===== src/rtl/sound_pwm_channel.sv =====
// Bus-mapped square-wave tone generator: period/compare timer with double-buffered reload,
// one-shot mode, tick prescaler and volume-scaled PCM output.
module sound_pwm_channel #(
    parameter logic [23:0] BASE_ADDR    = 24'h2070,
    parameter int unsigned PERIOD_WIDTH = 16,
    parameter int unsigned PRESCALE     = 1,
    parameter int unsigned AUDIO_WIDTH  = 8
) (
    input  logic                   clk,
    input  logic                   reset,
    input  logic                   bus_write,
    input  logic [23:0]            bus_address_in,
    input  logic [7:0]             bus_data_in,
    output logic [7:0]             bus_data_out,
    output logic [AUDIO_WIDTH-1:0] audio_out,
    output logic                   wrap_pulse
);
    localparam int unsigned    PreW     = (PRESCALE > 1) ? $clog2(PRESCALE) : 1;
    localparam int unsigned    HiW      = PERIOD_WIDTH - 8;
    localparam int unsigned    VolShift = AUDIO_WIDTH - 3;
    localparam logic [PreW-1:0] PreMax  = PreW'(PRESCALE - 1);

    logic                    r_wr_en;
    logic [23:0]             r_wr_addr;
    logic [7:0]              r_wr_data;
    logic                    r_enable, r_oneshot;
    logic [2:0]              r_vol;
    logic [PERIOD_WIDTH-1:0] r_period_sh, r_cmp_sh, r_period_act, r_cmp_act, r_count;
    logic [PreW-1:0]         r_pre;
    logic                    r_wrap;
    logic [AUDIO_WIDTH-1:0]  r_audio;

    logic [23:0]             w_wr_diff, w_rd_diff;
    logic                    w_wr_hit, w_ctrl_wr, w_restart;
    logic [2:0]              w_wr_off;
    logic                    w_pre_last, w_tick, w_wrap, w_tone;
    logic [15:0]             w_period_ext, w_cmp_ext;

    // Unsigned difference: addresses below the base wrap to huge values and miss.
    assign w_wr_diff  = r_wr_addr - BASE_ADDR;
    assign w_wr_hit   = r_wr_en && (w_wr_diff < 24'd6);
    assign w_wr_off   = w_wr_diff[2:0];
    assign w_ctrl_wr  = w_wr_hit && (w_wr_off == 3'd0);
    assign w_restart  = w_ctrl_wr && r_wr_data[2];

    assign w_pre_last = (r_pre == PreMax);
    assign w_tick     = r_enable && w_pre_last;
    assign w_wrap     = w_tick && (r_count == r_period_act);
    assign w_tone     = r_enable && (r_count < r_cmp_act);

    always_ff @(posedge clk or negedge reset) begin
        if (!reset) begin
            r_wr_en   <= 1'b0;
            r_wr_addr <= '0;
            r_wr_data <= '0;
        end else begin
            r_wr_en   <= bus_write;
            r_wr_addr <= bus_address_in;
            r_wr_data <= bus_data_in;
        end
    end

    always_ff @(posedge clk or negedge reset) begin
        if (!reset) begin
            r_vol       <= '0;
            r_period_sh <= '0;
            r_cmp_sh    <= '0;
        end else if (w_wr_hit) begin
            case (w_wr_off)
                3'd1:    r_vol                        <= r_wr_data[2:0];
                3'd2:    r_period_sh[7:0]             <= r_wr_data;
                3'd3:    r_period_sh[PERIOD_WIDTH-1:8] <= r_wr_data[HiW-1:0];
                3'd4:    r_cmp_sh[7:0]                <= r_wr_data;
                3'd5:    r_cmp_sh[PERIOD_WIDTH-1:8]    <= r_wr_data[HiW-1:0];
                default: ;
            endcase
        end
    end

    // A CTRL write overrides the one-shot auto-disable on the same edge.
    always_ff @(posedge clk or negedge reset) begin
        if (!reset) begin
            r_enable  <= 1'b0;
            r_oneshot <= 1'b0;
        end else if (w_ctrl_wr) begin
            r_enable  <= r_wr_data[0];
            r_oneshot <= r_wr_data[1];
        end else if (w_wrap && r_oneshot) begin
            r_enable  <= 1'b0;
        end
    end

    always_ff @(posedge clk or negedge reset) begin
        if (!reset) begin
            r_count      <= '0;
            r_pre        <= '0;
            r_period_act <= '0;
            r_cmp_act    <= '0;
            r_wrap       <= 1'b0;
        end else if (w_restart || !r_enable) begin
            r_count      <= '0;
            r_pre        <= '0;
            r_period_act <= r_period_sh;
            r_cmp_act    <= r_cmp_sh;
            r_wrap       <= 1'b0;
        end else begin
            r_wrap <= 1'b0;
            r_pre  <= w_pre_last ? '0 : r_pre + 1'b1;
            if (w_tick) begin
                if (w_wrap) begin
                    r_count      <= '0;
                    r_period_act <= r_period_sh;
                    r_cmp_act    <= r_cmp_sh;
                    r_wrap       <= 1'b1;
                end else begin
                    r_count <= r_count + 1'b1;
                end
            end
        end
    end

    always_ff @(posedge clk or negedge reset) begin
        if (!reset) begin
            r_audio <= '0;
        end else begin
            r_audio <= w_tone ? (AUDIO_WIDTH'(r_vol) << VolShift) : '0;
        end
    end

    assign w_rd_diff    = bus_address_in - BASE_ADDR;
    assign w_period_ext = 16'(r_period_sh);
    assign w_cmp_ext    = 16'(r_cmp_sh);

    always_comb begin
        bus_data_out = 8'd0;
        if (w_rd_diff < 24'd6) begin
            case (w_rd_diff[2:0])
                3'd0:    bus_data_out = {6'd0, r_oneshot, r_enable};
                3'd1:    bus_data_out = {5'd0, r_vol};
                3'd2:    bus_data_out = w_period_ext[7:0];
                3'd3:    bus_data_out = w_period_ext[15:8];
                3'd4:    bus_data_out = w_cmp_ext[7:0];
                3'd5:    bus_data_out = w_cmp_ext[15:8];
                default: bus_data_out = 8'd0;
            endcase
        end
    end

    assign audio_out  = r_audio;
    assign wrap_pulse = r_wrap;

endmodule


===== config.mk =====
export PLATFORM = sky130hd
export DESIGN_NAME = sound_pwm_channel
export DESIGN_NICKNAME = d
export VERILOG_FILES = /design/src/rtl/sound_pwm_channel.sv
export SDC_FILE = /design/constraint.sdc
export NUM_CORES = 1
export LEC_CHECK = 0
export ABC_AREA = 1
export BUFFER_PORTS_ARGS = -buffer_cell sky130_fd_sc_hd__buf_2
export CAP_MARGIN = 20
export CORE_MARGIN = 10
export CORE_UTILIZATION = 48
export DETAILED_ROUTE_END_ITERATION = 10
export MAX_ROUTING_LAYER = met4
export PLACE_DENSITY = 0.72
export RECOVER_POWER = 50
export SYNTH_ARGS = -nofsm -noshare
export SYNTH_HDL_FRONTEND = slang
export SYNTH_SLANG_ARGS = --single-unit

===== constraint.sdc =====
create_clock -name clk -period 1.95 [get_ports clk]
set_input_delay 0.39 -clock clk [delete_from_list [all_inputs] [get_ports clk]]
set_output_delay 0.39 -clock clk [all_outputs]
set_load 0.01 [all_outputs]

==> After elaboration in Yosys (flattened, before gate mapping) <==
Index checks and enable logic that the tools add are counted.
{ "totals": {"ff_bits": 128, "out_inout_bits": 17, "mem_count": 0, "ram_bits": 0, "latch_bits": 0, "rom_bits": 0, "wordCells": 74} }
{ "op_classes": {"order_cmp": 3, "n_bitwise": 1, "div": 0, "reduce_logical": 20, "eq_ne": 11, "n_mux": 19, "n_mul": 0, "add_sub_neg": 4, "shift": 0} }
{ "op_table": {"columns": ["cell", "n"], "rows": [
  ["$mux 16", 9],
  ["$lt 24x3->1 const B", 2],
  ["$pmux 8 s6", 1],
  ["$sub 24x14->24 const B", 2],
  ["$add 16x1->16 const B", 1],
  ["$eq 16x16->1", 1],
  ["$lt 16x16->1", 1],
  ["$mux 8", 2],
  ["$eq 3x2->1 const B", 4],
  ["$eq 3x3->1 const B", 4],
  ["$reduce_and 2->1", 6],
  ["$logic_and 1x1->1", 7],
  ["$mux 1", 7],
  ["$eq 3x1->1 const B", 2],
  ["$logic_not 3->1", 2],
  ["$reduce_bool 2->1", 3],
  ["$add 1x1->1 const B", 1],
  ["$logic_not 1->1", 1],
  ["$logic_or 1x1->1", 1],
  ["$not 1->1", 1]
]} }

==> Longest topological paths before layout <==
{ "depth": {"word_depth": 8, "mapped_depth": 17, "depth_no_buf": 15} }

==> Worst setup path before layout <==
Ideal clock, no wire load.
{ "synth_path": {"kind": "reg-to-reg", "startpoint": "reg r_wr_addr[12]", "endpoint": "reg r_count[0]", "period_less_slack_ns": 1.964, "setup_time_ns": 0.121, "setup_slack_ns": -0.014, "arrival_time_ns": 1.843, "path_stages_with_launch": 15, "cell_sequence": "dfrtp_1 inv_1 nand2_1 o21ai_1 nand3_1 nand2_1 nand2_1 nor2_1 nand3_1 nor2_4 nand3_2 nand3_1 buf_4 buf_4 nor2_1"} }
{ "synth_via": {"elab_chain_cells": 7, "elab_cells_between_ends": 8} }
{ "synth_lines": {"columns": ["item", "line_no", "rtl"], "rows": [
  ["from (decl)", "24", "logic [23:0] r_wr_addr;"],
  ["from (signal assigned)", "58", "r_wr_addr <= bus_address_in;"],
  ["$sub 24x14->24 (*)", "40", "assign w_wr_diff = r_wr_addr - BASE_ADDR;"],
  ["$lt 24x3->1 (*)", "41", "assign w_wr_hit = r_wr_en && (w_wr_diff < 24'd6);"],
  ["$logic_and 1x1->1 (*)", "41", null],
  ["$logic_and 1x1->1 (*)", "43", "assign w_ctrl_wr = w_wr_hit && (w_wr_off == 3'd0);"],
  ["$logic_and 1x1->1 (*)", "44", "assign w_restart = w_ctrl_wr && r_wr_data[2];"],
  ["$logic_or 1x1->1 (*)", "100", "end else if (w_restart || !r_enable) begin"],
  ["$mux 16 / $reduce_bool 2->1 (equally long branches)", null, null],
  ["to (signal assigned)", "116", "r_count <= r_count + 1'b1;"],
  ["to (decl)", "28", "logic [PERIOD_WIDTH-1:0] r_period_sh, r_cmp_sh, r_period_act, r_cmp_act, r_count;"]
]} }
Mark *: on every way between the ends. The rest lies on a longest branch, timed or not.
A chain may end at the register's enable or synchronous reset.

==> Worst setup path after layout <==
{ "layout_path": {"startpoint": "reg r_wr_addr[11]", "endpoint": "reg r_period_act[8]"} }
{ "layout_via": {"elab_chain_cells": 8, "elab_cells_between_ends": 10} }
{ "layout_lines": {"columns": ["item", "line_no", "rtl"], "rows": [
  ["$sub 24x14->24 (*)", "40", null],
  ["$lt 24x3->1 (*)", "41", null],
  ["$logic_and 1x1->1 (*)", "41", null],
  ["$logic_and 1x1->1 (*)", "43", null],
  ["$logic_and 1x1->1 (*)", "44", null],
  ["$logic_or 1x1->1 (*)", "100", null],
  ["$reduce_bool 2->1 (no line)", null, null],
  ["$reduce_and 2->1 (no line)", null, null],
  ["to (signal assigned)", "103", "r_period_act <= r_period_sh;"],
  ["to (signal assigned)", "112", "r_period_act <= r_period_sh;"],
  ["to (decl)", "28", null]
]} }
Marked as above.

==> out/results.ini <==
[yosys]
async_flop_share_pct=100
syn_area_um2=5830
netlist.top_cell.by_area=dfrtp_1
synth_edf_count=0
ys_types=37
synth_top_area_share_pct=52.4
netlist_top_cells_area=dfrtp_1 (52%), nand2_1 (12%), inv_1 (4.6%)
synth-seq-area-share_pct=52.4
yosysMostFrequentCell=nand2_1
yosysWarnings=0
syn-instance-count=689
avgSynthCellArea_um2=8.46
synth_ff_type=dfrtp_1
synth-seq-cells=122
synth_common_cells=nand2_1 (191), dfrtp_1 (122), inv_1 (71)

[worst_setup_path]
worst_path_most_repeated_cell=nand2_1
crit_chain=buf_4 -> nor2_2 -> nand2_1 -> o21bai_1 -> nand2_1 -> nand2_1 -> nand2_1 -> nor2_1 -> nand2_1 -> nor2_4 -> nand3_4 -> nand3_4 -> clkbuf_16 -> nand2_4 -> nand2_2
critical-path-max-stage-delay_ns=0.39
ff2ff_setup_slack_ns=-0.27
crit_start=r_wr_addr[11]$_DFF_PN0_
critical_path.top_delay_family=simple AND/OR/NAND/NOR gates
crit_path_end_kind=flop
worstSetupStartpointType=flop
cp.arrival_ns=2.57
crit_type=flop to flop
cp.required_ns=2.30
crit_slowest_cell=dfrtp_1
r2r-start=r_wr_addr[11]$_DFF_PN0_
worstReg2RegEnd=r_period_act[8]$_DFFE_PN0P_
cp_max_fo=8
rr_worst_depth=15
crit_cells=15
cp.buffers_inverters=2

[drt]
final_antenna_net_count=0
routed_wirelength_mm=17.1
via_per_inst=5.57
drtPass1Iterations=5
drc=0
num_vias=5315
avgRoutedWirePerCell_um=17.9
drt-initial-drc-count=426

[floorplan]
core_area_um2=12000
initial_utilization_pct=48.7
die-area_um2=16900
rows=40
fp.dieH_um=130
die_w_um=130
pin_count=52

[global_route]
grt_overflow=0
antenna_found_initial=0
grt_pass1_vias=5131
grt_pass1_wl_mm=25.2
grtUsageTotal_pct=19.6
grt_max_degree=50

[status]
status=finished, violations left
violations=negative setup slack

[sta]
post-route-min-period_ns=2.22
hold_viol=0
max_freq_mhz=451
tightest_slew_ns=0.734
timing.hold.ws_ns=0.0707
rsz0062_at_grt=true
slew_headroom_pct=51.1
setup_violations=94
finalSetupTns_ns=-16.70
fin_skew_ns=0.00615
worst_slack_ns=-0.265
slew_violations=0
fin_crit_sh_pct=114

[finish]
area_growth_pct=37.4
antenna_cells=0
stdcell_count=955
layout.nets=846
final_core_util_pct=66.9
design_area_um2=8000
drive_above_1_share_pct=32.1

[min_path]
whs_path_depth=1
holdPathEnd=r_wr_data[5]$_DFF_PN0_
holdCritPathClass=primary input to flop
worstHoldStart=bus_data_in[5]

[clock_tree]
cts_root_buf=clkbuf_16
htree_levels=4
cts.clk_slew.worst_paths_ns=0.05
clock_latency_ns=0.42
ctsLongestPathBuffers=2
clock-sinks=122
numCtsBuffers=17
cts_tree=built

[placement]
routabilityCongestion=0.909
placed_cells=905
dp_hpwl_mm=10.9
place_area_um2=6530
io_buffers=46

[power_and_ir_drop]
leakage_nw=3.65
peakVddDrop_v=0.000635
power.density_nw_per_um2=756

[run]
drv_cap=0

## layout make-up
| class | instances | area [um^2] |
|---|---|---|
| well taps | 147 | 184 |
| fillers | 861 | 3960 |
| repair buffers | 107 | 877 |
| inverters | 71 | 272 |
| clock inverters | 11 | 145 |
| clock buffers | 21 | 450 |
| flip-flops and latches | 122 | 3060 |
| multi-input cells | 476 | 3020 |
## sequential cells by signal, summed over array words and instances (netlist names)
| register | cells |
|---|---|
| r_cmp_sh | 16 |
| r_vol | 3 |
| r_wr_en | 1 |
| r_cmp_act | 16 |
| r_wr_addr | 24 |
| r_count | 16 |
| wrap_pulse | 1 |
| r_period_sh | 16 |
| r_enable | 1 |
| r_period_act | 16 |
| r_oneshot | 1 |
| r_wr_data | 8 |
| audio_out | 3 |
## worst max path at each step
stage,endpoint
final,r_period_act[8]$_DFFE_PN0P_
after global routing,r_period_sh[10]$_DFFE_PN0P_
after CTS,r_period_sh[13]$_DFFE_PN0P_
after detailed placement,bus_data_out[3]
after global placement,bus_data_out[1]
after floorplan,r_period_sh[13]$_DFFE_PN0P_
## stage by stage
step,power (mW),setup WS (ns)
2_1_floorplan,2.71,0.00884
3_3_place_gp,2.86,-0.129
3_5_place_dp,2.87,-0.186
4_1_cts,6.04,-0.126
5_1_grt,6.23,-0.349
6_report,6.05,-0.265
## cell families after synthesis
logic type | count (synthesis) | share of synthesized area (%)
adders and majority gates | 16 | 3.44
other | 1 | 0.0644
xor gates and xnor gates | 19 | 2.86
DFF | 122 | 52.4
and+or+nand+nor | 358 | 26.7
buffers and inverters | 95 | 6.85
AOI/OAI and AO/OA | 78 | 7.71
## per-layer routing
layer  up-vias  global-route usage (%)  routed length, um
met1      2534                    23.1               6870
met3        44                    4.30               1020
met2       253                    32.0               8730
li1       2484                       -                  -
met5         -                       -                  0
met4         0                    7.87                471
## where the power goes
part,switching [mW],internal (mW)
registers,0.0259,2.57
clock network,1.14,2.04
logic,0.180,0.102
## worst reg2reg max path, stage by stage, from the launching register on
cell and delay, ns:
dfrtp_1 0.39, buf_4 0.14, nor2_2 0.11, nand2_1 0.06
o21bai_1 0.16, nand2_1 0.10, nand2_1 0.07, nand2_1 0.05
nor2_1 0.10, nand2_1 0.10, nor2_4 0.16, nand3_4 0.12
nand3_4 0.22, clkbuf_16 0.23, nand2_4 0.05, nand2_2 0.07
## cell usage in the layout (no fill, tap or decap), types with 4 or more instances in the layout
cell | synthesis | routed
inv_1 | 71 | 63
nand2_4 | 0 | 23
clkbuf_1 | 12 | 18
a41oi_2 | 0 | 5
nand4_1 | 41 | 41
nor3_1 | 17 | 13
buf_12 | 0 | 6
clkbuf_16 | 0 | 20
nand3_4 | 0 | 4
dfrtp_2 | 0 | 5
o21ai_2 | 0 | 6
nor2_4 | 1 | 7
inv_2 | 0 | 7
a21oi_1 | 16 | 12
o21ai_0 | 43 | 19
conb_1 | 1 | 5
dfrtp_1 | 122 | 117
nand2_2 | 0 | 43
nor2_1 | 66 | 48
nand3_2 | 1 | 5
xnor2_1 | 5 | 5
o21ai_1 | 1 | 18
ha_1 | 16 | 16
nor2_2 | 0 | 12
buf_6 | 2 | 12
nand3_1 | 28 | 20
buf_2 | 1 | 29
xor2_1 | 14 | 13
buf_4 | 7 | 34
buf_8 | 0 | 4
nand2_1 | 191 | 125
## what timing repair did
item                                    CTS  global route
resized for setup                        65           164
hold endpoints to repair                 19             0
buffers inserted                          1            11
hold buffers                              1             0
gates cloned                              1             6
pin swaps                                14            20
endpoints found under the setup margin   93            94
Note: power is estimated with default switching activity, not from simulation.
